### src/rtl/jtcop_romrsp_pkg.sv
// Shared types and constants for the jtcop graphics ROM responder.
// Optional statistics counters are enabled with JTCOP_ROMRSP_STATS_EN.
package jtcop_romrsp_pkg;

    localparam int AW    = 18;
    localparam int DW    = 32;
    localparam int NSLOT = 4;

    localparam logic [1:0] SLOT_BA0 = 2'd0;
    localparam logic [1:0] SLOT_BA1 = 2'd1;
    localparam logic [1:0] SLOT_BA2 = 2'd2;
    localparam logic [1:0] SLOT_OBJ = 2'd3;

    typedef enum logic [1:0] {
        ST_IDLE = 2'd0,
        ST_REQ  = 2'd1,
        ST_DATA = 2'd2
    } state_t;

    // Returns {found, slot}: first pending slot scanning upward from rr.
    function automatic logic [2:0] rr_pick(input logic [3:0] pend, input logic [1:0] rr);
        logic [2:0] r;
        logic [1:0] idx;
        r = 3'd0;
        for (int i = 3; i >= 0; i--) begin
            idx = rr + 2'(i);
            if (pend[idx]) r = {1'b1, idx};
        end
        return r;
    endfunction

endpackage

### src/rtl/jtcop_romrsp_slot.sv
// One-entry cache for a single requester: tag/valid/word plus registered hit flag.
module jtcop_romrsp_slot
    import jtcop_romrsp_pkg::*;
(
    input  logic          clk,
    input  logic          rst,
    input  logic          cs,
    input  logic [AW-1:0] addr,
    input  logic          clr_valid,
    input  logic          wr_lo,
    input  logic          wr_hi,
    input  logic [15:0]   din,
    input  logic          fill,
    input  logic [AW-1:0] fill_tag,
    output logic          hit,
    output logic          ok,
    output logic [DW-1:0] word
);

    logic          valid_q;
    logic [AW-1:0] tag_q;
    logic [DW-1:0] word_q;
    logic          ok_q;

    assign hit  = valid_q & (tag_q == addr);
    assign ok   = ok_q;
    assign word = word_q;

    always_ff @(posedge clk or negedge rst) begin
        if (!rst) begin
            valid_q <= 1'b0;
            tag_q   <= '0;
            word_q  <= '0;
            ok_q    <= 1'b0;
        end else begin
            // A fill in progress drops valid so a half-written word never matches.
            if (fill) begin
                valid_q <= 1'b1;
                tag_q   <= fill_tag;
            end else if (clr_valid) begin
                valid_q <= 1'b0;
            end
            if (wr_lo) word_q[15:0]  <= din;
            if (wr_hi) word_q[31:16] <= din;
            ok_q <= cs & hit;
        end
    end

endmodule

### src/rtl/jtcop_romrsp.sv
// Four-slot graphics ROM responder sharing one 16-bit SDRAM burst port.
// Define JTCOP_ROMRSP_STATS_EN for per-slot hit/miss counters on st_dout.
module jtcop_romrsp
    import jtcop_romrsp_pkg::*;
#(
    parameter int              SDAW    = 22,
    parameter logic [SDAW-1:0] OFFSET0 = '0,
    parameter logic [SDAW-1:0] OFFSET1 = '0,
    parameter logic [SDAW-1:0] OFFSET2 = '0,
    parameter logic [SDAW-1:0] OFFSET3 = '0
) (
    input  logic              clk,
    input  logic              rst,
    input  logic [3:0]        slot_cs,
    input  logic [71:0]       slot_addr,
    output logic [127:0]      slot_data,
    output logic [3:0]        slot_ok,
    output logic              sdram_req,
    output logic [SDAW-1:0]   sdram_addr,
    input  logic              sdram_ack,
    input  logic              sdram_dst,
    input  logic [15:0]       sdram_din,
    input  logic              sdram_rdy,
    input  logic [7:0]        st_addr,
    output logic [7:0]        st_dout
);

    state_t          state_q, state_d;
    logic [1:0]      slot_q, slot_d;
    logic [AW-1:0]   tag_q, tag_d;
    logic [1:0]      rr_q, rr_d;
    logic            req_q, req_d;
    logic [SDAW-1:0] sa_q, sa_d;
    logic [1:0]      dcnt_q, dcnt_d;

    logic [AW-1:0]   addr_a [NSLOT];
    logic [SDAW-1:0] offs   [NSLOT];
    logic [3:0]      hit, pend;
    logic [2:0]      pick;
    logic            take, wr_lo, wr_hi, fill, issue;

    assign offs[0] = OFFSET0;
    assign offs[1] = OFFSET1;
    assign offs[2] = OFFSET2;
    assign offs[3] = OFFSET3;

    assign take = (state_q == ST_DATA) | ((state_q == ST_REQ) & sdram_ack);
    assign pick = rr_pick(pend, rr_q);

    genvar gi;
    generate
        for (gi = 0; gi < NSLOT; gi++) begin : g_slot
            logic target;
            assign target       = (slot_q == 2'(gi)) & (state_q != ST_IDLE);
            assign addr_a[gi]   = slot_addr[AW*gi +: AW];
            assign pend[gi]     = slot_cs[gi] & ~hit[gi] & ~target;

            jtcop_romrsp_slot u_slot (
                .clk       (clk),
                .rst       (rst),
                .cs        (slot_cs[gi]),
                .addr      (addr_a[gi]),
                .clr_valid (target & take),
                .wr_lo     (target & wr_lo),
                .wr_hi     (target & wr_hi),
                .din       (sdram_din),
                .fill      (target & fill),
                .fill_tag  (tag_q),
                .hit       (hit[gi]),
                .ok        (slot_ok[gi]),
                .word      (slot_data[DW*gi +: DW])
            );
        end
    endgenerate

    always_comb begin
        state_d = state_q;
        slot_d  = slot_q;
        tag_d   = tag_q;
        rr_d    = rr_q;
        req_d   = req_q;
        sa_d    = sa_q;
        dcnt_d  = dcnt_q;
        wr_lo   = 1'b0;
        wr_hi   = 1'b0;
        fill    = 1'b0;
        issue   = 1'b0;
        // Only the first two strobes of a burst land in the word.
        if (take && sdram_dst && dcnt_q < 2'd2) begin
            wr_lo  = (dcnt_q == 2'd0);
            wr_hi  = (dcnt_q == 2'd1);
            dcnt_d = dcnt_q + 2'd1;
        end
        case (state_q)
            ST_IDLE: begin
                if (pick[2]) begin
                    slot_d  = pick[1:0];
                    tag_d   = addr_a[pick[1:0]];
                    sa_d    = offs[pick[1:0]] + SDAW'({addr_a[pick[1:0]], 1'b0});
                    req_d   = 1'b1;
                    dcnt_d  = 2'd0;
                    issue   = 1'b1;
                    state_d = ST_REQ;
                end
            end
            ST_REQ: begin
                if (sdram_ack) begin
                    req_d   = 1'b0;
                    state_d = ST_DATA;
                end
            end
            ST_DATA: begin
                if (sdram_rdy) begin
                    fill    = 1'b1;
                    rr_d    = slot_q + 2'd1;
                    state_d = ST_IDLE;
                end
            end
            default: state_d = ST_IDLE;
        endcase
    end

    always_ff @(posedge clk or negedge rst) begin
        if (!rst) begin
            state_q <= ST_IDLE;
            slot_q  <= 2'd0;
            tag_q   <= '0;
            rr_q    <= 2'd0;
            req_q   <= 1'b0;
            sa_q    <= '0;
            dcnt_q  <= 2'd0;
        end else begin
            state_q <= state_d;
            slot_q  <= slot_d;
            tag_q   <= tag_d;
            rr_q    <= rr_d;
            req_q   <= req_d;
            sa_q    <= sa_d;
            dcnt_q  <= dcnt_d;
        end
    end

    assign sdram_req  = req_q;
    assign sdram_addr = sa_q;

`ifdef JTCOP_ROMRSP_STATS_EN
    logic [7:0] miss_q [NSLOT];
    logic [7:0] hitc_q [NSLOT];
    logic [3:0] ok_prev_q;
    logic [7:0] st_q;
    logic       unused_st;

    assign unused_st = ^st_addr[7:3];

    always_ff @(posedge clk or negedge rst) begin
        if (!rst) begin
            for (int i = 0; i < NSLOT; i++) begin
                miss_q[i] <= 8'd0;
                hitc_q[i] <= 8'd0;
            end
            ok_prev_q <= 4'd0;
            st_q      <= 8'hff;
        end else begin
            for (int i = 0; i < NSLOT; i++) begin
                if (issue && slot_d == 2'(i) && miss_q[i] != 8'hff)
                    miss_q[i] <= miss_q[i] + 8'd1;
                if (slot_ok[i] && !ok_prev_q[i] && hitc_q[i] != 8'hff)
                    hitc_q[i] <= hitc_q[i] + 8'd1;
            end
            ok_prev_q <= slot_ok;
            st_q      <= st_addr[2] ? hitc_q[st_addr[1:0]] : miss_q[st_addr[1:0]];
        end
    end

    assign st_dout = st_q;
`else
    logic unused_st;
    assign unused_st = ^{st_addr, issue};
    assign st_dout   = 8'hff;
`endif

endmodule

### config.mk
export PLATFORM = sky130hd
export DESIGN_NAME = jtcop_romrsp
export DESIGN_NICKNAME = d
export VERILOG_FILES = /design/src/rtl/jtcop_romrsp_pkg.sv /design/src/rtl/jtcop_romrsp_slot.sv /design/src/rtl/jtcop_romrsp.sv
export SDC_FILE = /design/constraint.sdc
export NUM_CORES = 1
export LEC_CHECK = 0
export ABC_AREA = 0
export BUFFER_PORTS_ARGS = -buffer_cell sky130_fd_sc_hd__buf_4
export CORE_UTILIZATION = 50
export CTS_CLUSTER_SIZE = 25
export DETAILED_ROUTE_END_ITERATION = 8
export PLACE_DENSITY_LB_ADDON = 0.15
export SLEW_MARGIN = 40
export SYNTH_ARGS = -nofsm -noshare
export SYNTH_HDL_FRONTEND = slang
export SYNTH_SLANG_ARGS = --single-unit
### constraint.sdc
create_clock -name clk -period 5.76 [get_ports clk]
set_input_delay 0 -clock clk [delete_from_list [all_inputs] [get_ports clk]]
set_output_delay 0 -clock clk [all_outputs]
set_load 0.1 [all_outputs]
After elaboration in Yosys (flattened, before gate mapping)
Cells that the tools add are included.

Reduce and logical (&&, ||, !) cells: 15. Add/sub/neg operators: 6. Bitwise gates (word level): 47. Equal/unequal tests: 13. Order comparisons: 6. Mux-type cells: 40.

Operators by type and width (count): 18-bit == test (4); 22-bit binary-select mux with 2-bit select (1); 22-bit two-way mux (2); 1-bit AND (37); 18-bit binary-select mux with 2-bit select (1); 18-bit two-way mux (2); 22-bit by 19-bit adder with 22-bit output (1); 1-bit two-way mux (18); 2-bit by 3-bit less-than comparator with 1-bit output, second input constant (4); 2-bit two-way mux (6); 3-bit two-way mux (4); 2-bit nonzero test (6); 1-bit binary-select mux with 2-bit select (4); 1-bit inverter (8); 2-bit by 1-bit adder with 2-bit output, second input constant (3); 2-bit by 1-bit == test with 1-bit output, second input constant (3); 2-bit == test, second input constant (3); 2-bit logical NOT (3); 2-bit != test, second input constant (3); 2-bit one-hot mux with 3 select lines (1); 3-bit AND reduction (2); 2-bit adder, second input constant (2); 2-bit AND reduction (2); 3-bit greater-or-equal comparator, second input constant (1); other kinds (5) (6).

Register bits after elaboration: 257. Input port bits: 105. Word-level logic and storage cells: 154.

Depth between registers and ports, before layout
Word-level depth: 16. Mapped depth: 11.

Modules after synthesis
Synthesis repeated with hierarchy kept, for this count alone.

Cell total of the unflattened synthesis: 793. Area total of the unflattened synthesis: 10630.2 um2.

Modules (own cells, without submodules): jtcop_romrsp_slot (area an instance 2154.6 um2, cells an instance 147, sequential area each 1301.2 um2, instances 4); jtcop_romrsp (area an instance 2011.9 um2, cells an instance 205, sequential area each 675.6 um2, instances 1).

Worst setup path before layout
OpenSTA, ideal clock, no wires.

Path type: register to register. Start: register g_slot[2].u_slot.tag_q[14]. End: register sa_q[10] (netlist: sdram_addr[10]). Setup slack: 3330 ps. Stages on the path, launching flop included: 11. Period minus slack after synthesis: 2430 ps. Arrival time: 2298 ps. Library setup time: 133 ps. Path through: dfrtp_1 -> xnor2_1 -> nand4_1 -> or4_4 -> o211ai_4 -> o31ai_2 -> buf_6 -> buf_8 -> and3_4 -> a2111oi_4 -> a211oi_2.

Word-level cells in the longest chain between the ends: 16.

RTL lines: from (decl) (RTL line jtcop_romrsp_slot.sv:21) `logic [AW-1:0] tag_q;`; from (signal assigned) (RTL line jtcop_romrsp_slot.sv:39) `tag_q <= fill_tag;`; 18-bit == test (*) (RTL line jtcop_romrsp_slot.sv:25) `assign hit = valid_q & (tag_q == addr);`; 1-bit AND (*) (RTL line jtcop_romrsp_slot.sv:25); 1-bit inverter (*) (RTL line jtcop_romrsp.sv:56) `assign pend[gi] = slot_cs[gi] & ~hit[gi] & ~target;`; 1-bit AND (*) (2 in a row) (RTL line jtcop_romrsp.sv:56); 1-bit binary-select mux with 2-bit select (RTL line jtcop_romrsp_pkg.sv:27) `if (pend[idx]) r = {1'b1, idx};`; 1-bit two-way mux (not written as such) (RTL line jtcop_romrsp_pkg.sv:27); 3-bit two-way mux (3 in a row) (RTL line jtcop_romrsp_pkg.sv:27); 3-bit two-way mux (*) (RTL line jtcop_romrsp_pkg.sv:27); 2-bit inverter with 3-bit output (not written as such) (RTL line jtcop_romrsp.sv:99) `sa_d = offs[pick[1:0]] + SDAW'({addr_a[pick[1:0]], 1'b0});`; 22-bit binary-select mux with 2-bit select / 18-bit binary-select mux with 2-bit select (equally long branches) (RTL line jtcop_romrsp.sv:99); 22-bit two-way mux (not written as such) / 18-bit two-way mux (equally long branches) (2 in a row) (RTL line jtcop_romrsp.sv:99); 22-bit by 19-bit adder with 22-bit output (RTL line jtcop_romrsp.sv:99); to (signal assigned) (RTL line jtcop_romrsp.sv:130) `sa_q <= '0;`; to (signal assigned) (RTL line jtcop_romrsp.sv:138) `sa_q <= sa_d;`; to (decl) (RTL line jtcop_romrsp.sv:33) `logic [SDAW-1:0] sa_q, sa_d;`.

Mark *: on every way between the ends. The rest lies on a longest branch, timed or not. The select of a mux whose other input is x is not followed. A chain may end at the register's enable or synchronous reset.

Final worst setup path
Start: register g_slot[2].u_slot.tag_q[6]. End: register sa_q[16] (netlist: sdram_addr[16]).

Same word-level chain as after synthesis.

==> impl_metrics.ini <==
[run_status]
run_status = complete, no violations

[timing]
worst_pin_slew_ns = 0.684
final_min_period_over_clock_period_pct = 77.9
max_freq_ghz = 0.223
timing.max_slew.rel_slack_pct = 54.4
fin_setup_tns_ns = 0
final.min_clock_period_ns = 4.49
timing_hold_violations_final = 0
finalSetupViolations = 0
finalClockSkew_ns = 0.00967
drv_slew = 0
rsz_0062_raised_after_global_routing = false

[synth]
post_synth_main_area_contributors = dfrtp_1, mux2_2, xnor2_1
synthCells = 765
postSynth.asyncResetShare_pct = 100
netlist-cell-type-count = 49
yosys.area.top_type = dfrtp_1
ys_top_cells_by_count = dfrtp_1, mux2_2, xnor2_1
synth_top_area_share_pct = 54.9
ys_dominant_reg_cell = dfrtp_1
average_footprint_of_a_synthesized_cell_um2 = 14.0
synth.yosys.warnings = 0
yosys.area_share.simple_pct = 6.15
synth_adder_area_share_pct = 0.700
synth_enable_flop_cells = 0
synth_compound_area_share_pct = 6.42
syn_area_um2 = 10700
yosys_register_bits = 235
dominant_combinational_cell_family_by_area_after_synthesis = multiplexers
portion_of_the_post_synthesis_area_used_by_sequential_elements_pct = 54.9
post_synth_xor_area_fraction_pct = 5.97
yosysMostFrequentCell = dfrtp_1
muxShareOfSynthArea_pct = 22.8

[cells_and_area]
syn2layout_area_growth_pct = 34.8
instances_no_fill = 1383
drive_above_1_share_pct = 49.5
final_net_count = 1203
num_antenna_cells = 0

[setup_path]
path_delay_family = buffers and inverters
slowest_delay_ns = 0.60
end_kind = flop
timing.setup.critical_path_class = flop to flop
crit_chain = xnor2_1 > nand4_1 > or4_4 > o211ai_4 > o31ai_2 > buf_4 > nand2_4 > buf_4 > mux2i_1 > dlygate4sd3_1 > a211oi_2 > dlygate4sd3_1
timing.critical_path.arrival_ns = 4.89
worstPathMaxFanout = 24
crit_path_top_delay_cell = dlygate4sd3_1
critical_path_start_type = flop
req_time_crit_path_ns = 6.16
critical_path.n_buffers_inverters = 4

[die]
design.die.area_um2 = 22000
die-width_um = 148
placementRows = 53
io_pins = 268
floorplan.die.height_um = 148
core_area_um2 = 21000
effective_utilization_at_floorplan_pct = 51.0

[placed_design]
dp.cells = 1261
dp_hpwl_mm = 19.2
finalWeightedCongestion = 0.837
port_buffers = 247

[grt]
grt_usage_pct = 26.9
wire_length_of_the_first_global_routing_pass_mm = 45.0
globalRoute.totalOverflow = 0
grt_pass1_vias = 7814
grt_start_max_net_pins = 84
antenna_found_initial = 0

[drt]
routed_wirelength_normalized_by_instance_count_um = 20.9
drt-total-wl_mm = 28.9
drc = 0
dr.pass1.iters = 4
vias_per_cell = 5.33
first_iter_violations = 221
drtAntennaViolNets = 0
detailroute.via_count = 7374

[hold_path]
timing.hold.worst.class = primary input to flop

[run]
drv_cap = 0

[clocking]
number_of_resized_instances_in_the_post_cts_repair_step = 0
cts_sink_count = 235
h_tree_depth = 1
cts_made_buffers = 26
max-clock-path-buffers = 3
cts_root_buffer = clkbuf_16
post-cts-setup-buffers = 0
cts.reportedPaths.clkPinSlew_ns = 0.06
cts_tree = yes
postCtsHoldBufs = 77
clk_latency_ns = 0.52
## final timing paths
path                       depth (start not counted)  slack [ns]                                     to                             startpoint
setup / recovery                                  12        1.27             sdram_addr[16]$_DFFE_PN0P_  g_slot[2].u_slot.tag_q[6]$_DFFE_PN0P_
hold / removal                                     4        0.03          g_slot[3].u_slot.ok$_DFF_PN0_                          slot_addr[59]
setup reg to reg                                  12        1.27             sdram_addr[16]$_DFFE_PN0P_  g_slot[2].u_slot.tag_q[6]$_DFFE_PN0P_
hold reg to reg                                    2        0.48                  sdram_req$_DFFE_PN0P_                  sdram_req$_DFFE_PN0P_
max in group asynchronous                          3        4.52   g_slot[2].u_slot.word[1]$_DFFE_PN0P_                                    rst
min in group asynchronous                          2        0.04  g_slot[2].u_slot.tag_q[2]$_DFFE_PN0P_                                    rst
## final cells by class
type                            instances  area, um^2
Fill cell                            1527        6570
Sequential cell                       235        5880
Multi-Input combinational cell        489        4630
Timing Repair Buffer                  332        2720
Clock buffer                           37         773
Tap cell                              275         344
Clock inverter                          7        63.8
Inverter                                8        30.0
## kinds of logic (layout without fill, tap and decap cells)
family / count (synthesis) / in the layout
muxes: 219 / 219
DFF: 235 / 235
and+or+nand+nor: 118 / 118
other: 2 / 12
AOI/OAI and AO/OA: 61 / 61
buffers and inverters: 51 / 384
xor gates and xnor gates: 73 / 73
adders and majority gates: 6 / 6
## state kept, by name, summed over array words and instances, names as in the netlist
name	count
dcnt_q	2
g_slot.u_slot.tag_q	72
state_q	2
sdram_req	1
sdram_addr	18
g_slot.u_slot.word	128
rr_q	2
slot_q	2
g_slot.u_slot.valid_q	4
g_slot.u_slot.ok	4
## worst min-delay path, stage by stage
cell and delay (ns):
buf_4 0.10, xor2_1 0.13, nor3_1 0.09, and4_1 0.19
## layer usage
metal,global-route usage (%),wire [um]
met2,45.5,14300
met3,6.81,2140
met5,0,0
met1,34.1,11800
met4,7.89,667
## cells in the final DEF (no fill, tap or decap), drive strengths merged, types with 12 or more instances in the layout
| cell type | n |
|---|---|
| nand4 | 19 |
| xnor2 | 66 |
| nor2 | 33 |
| dfrtp | 235 |
| and3 | 20 |
| conb | 12 |
| mux2 | 200 |
| mux2i | 19 |
| nand2 | 29 |
| a211oi | 20 |
| dlygate4sd3 | 77 |
| buf | 254 |
| a2111oi | 18 |
| clkbuf | 38 |
## per-stage QoR
stage	hold WS, ns	util (%)	area (um^2)	worst slack (ns)
after detailed placement	0.0420	60.9	12800	2.30
final	0.0255	68.7	14400	1.27
after CTS	0.00385	68.6	14400	1.38
after global placement	0.0363	60.6	12700	1.97
after global routing	0.0381	68.7	14400	1.09
after floorplan	-0.296	-	10800	3.33
Power is not shown: default switching activity piles up to over one toggle a cycle in this logic, so the estimate is an artifact.
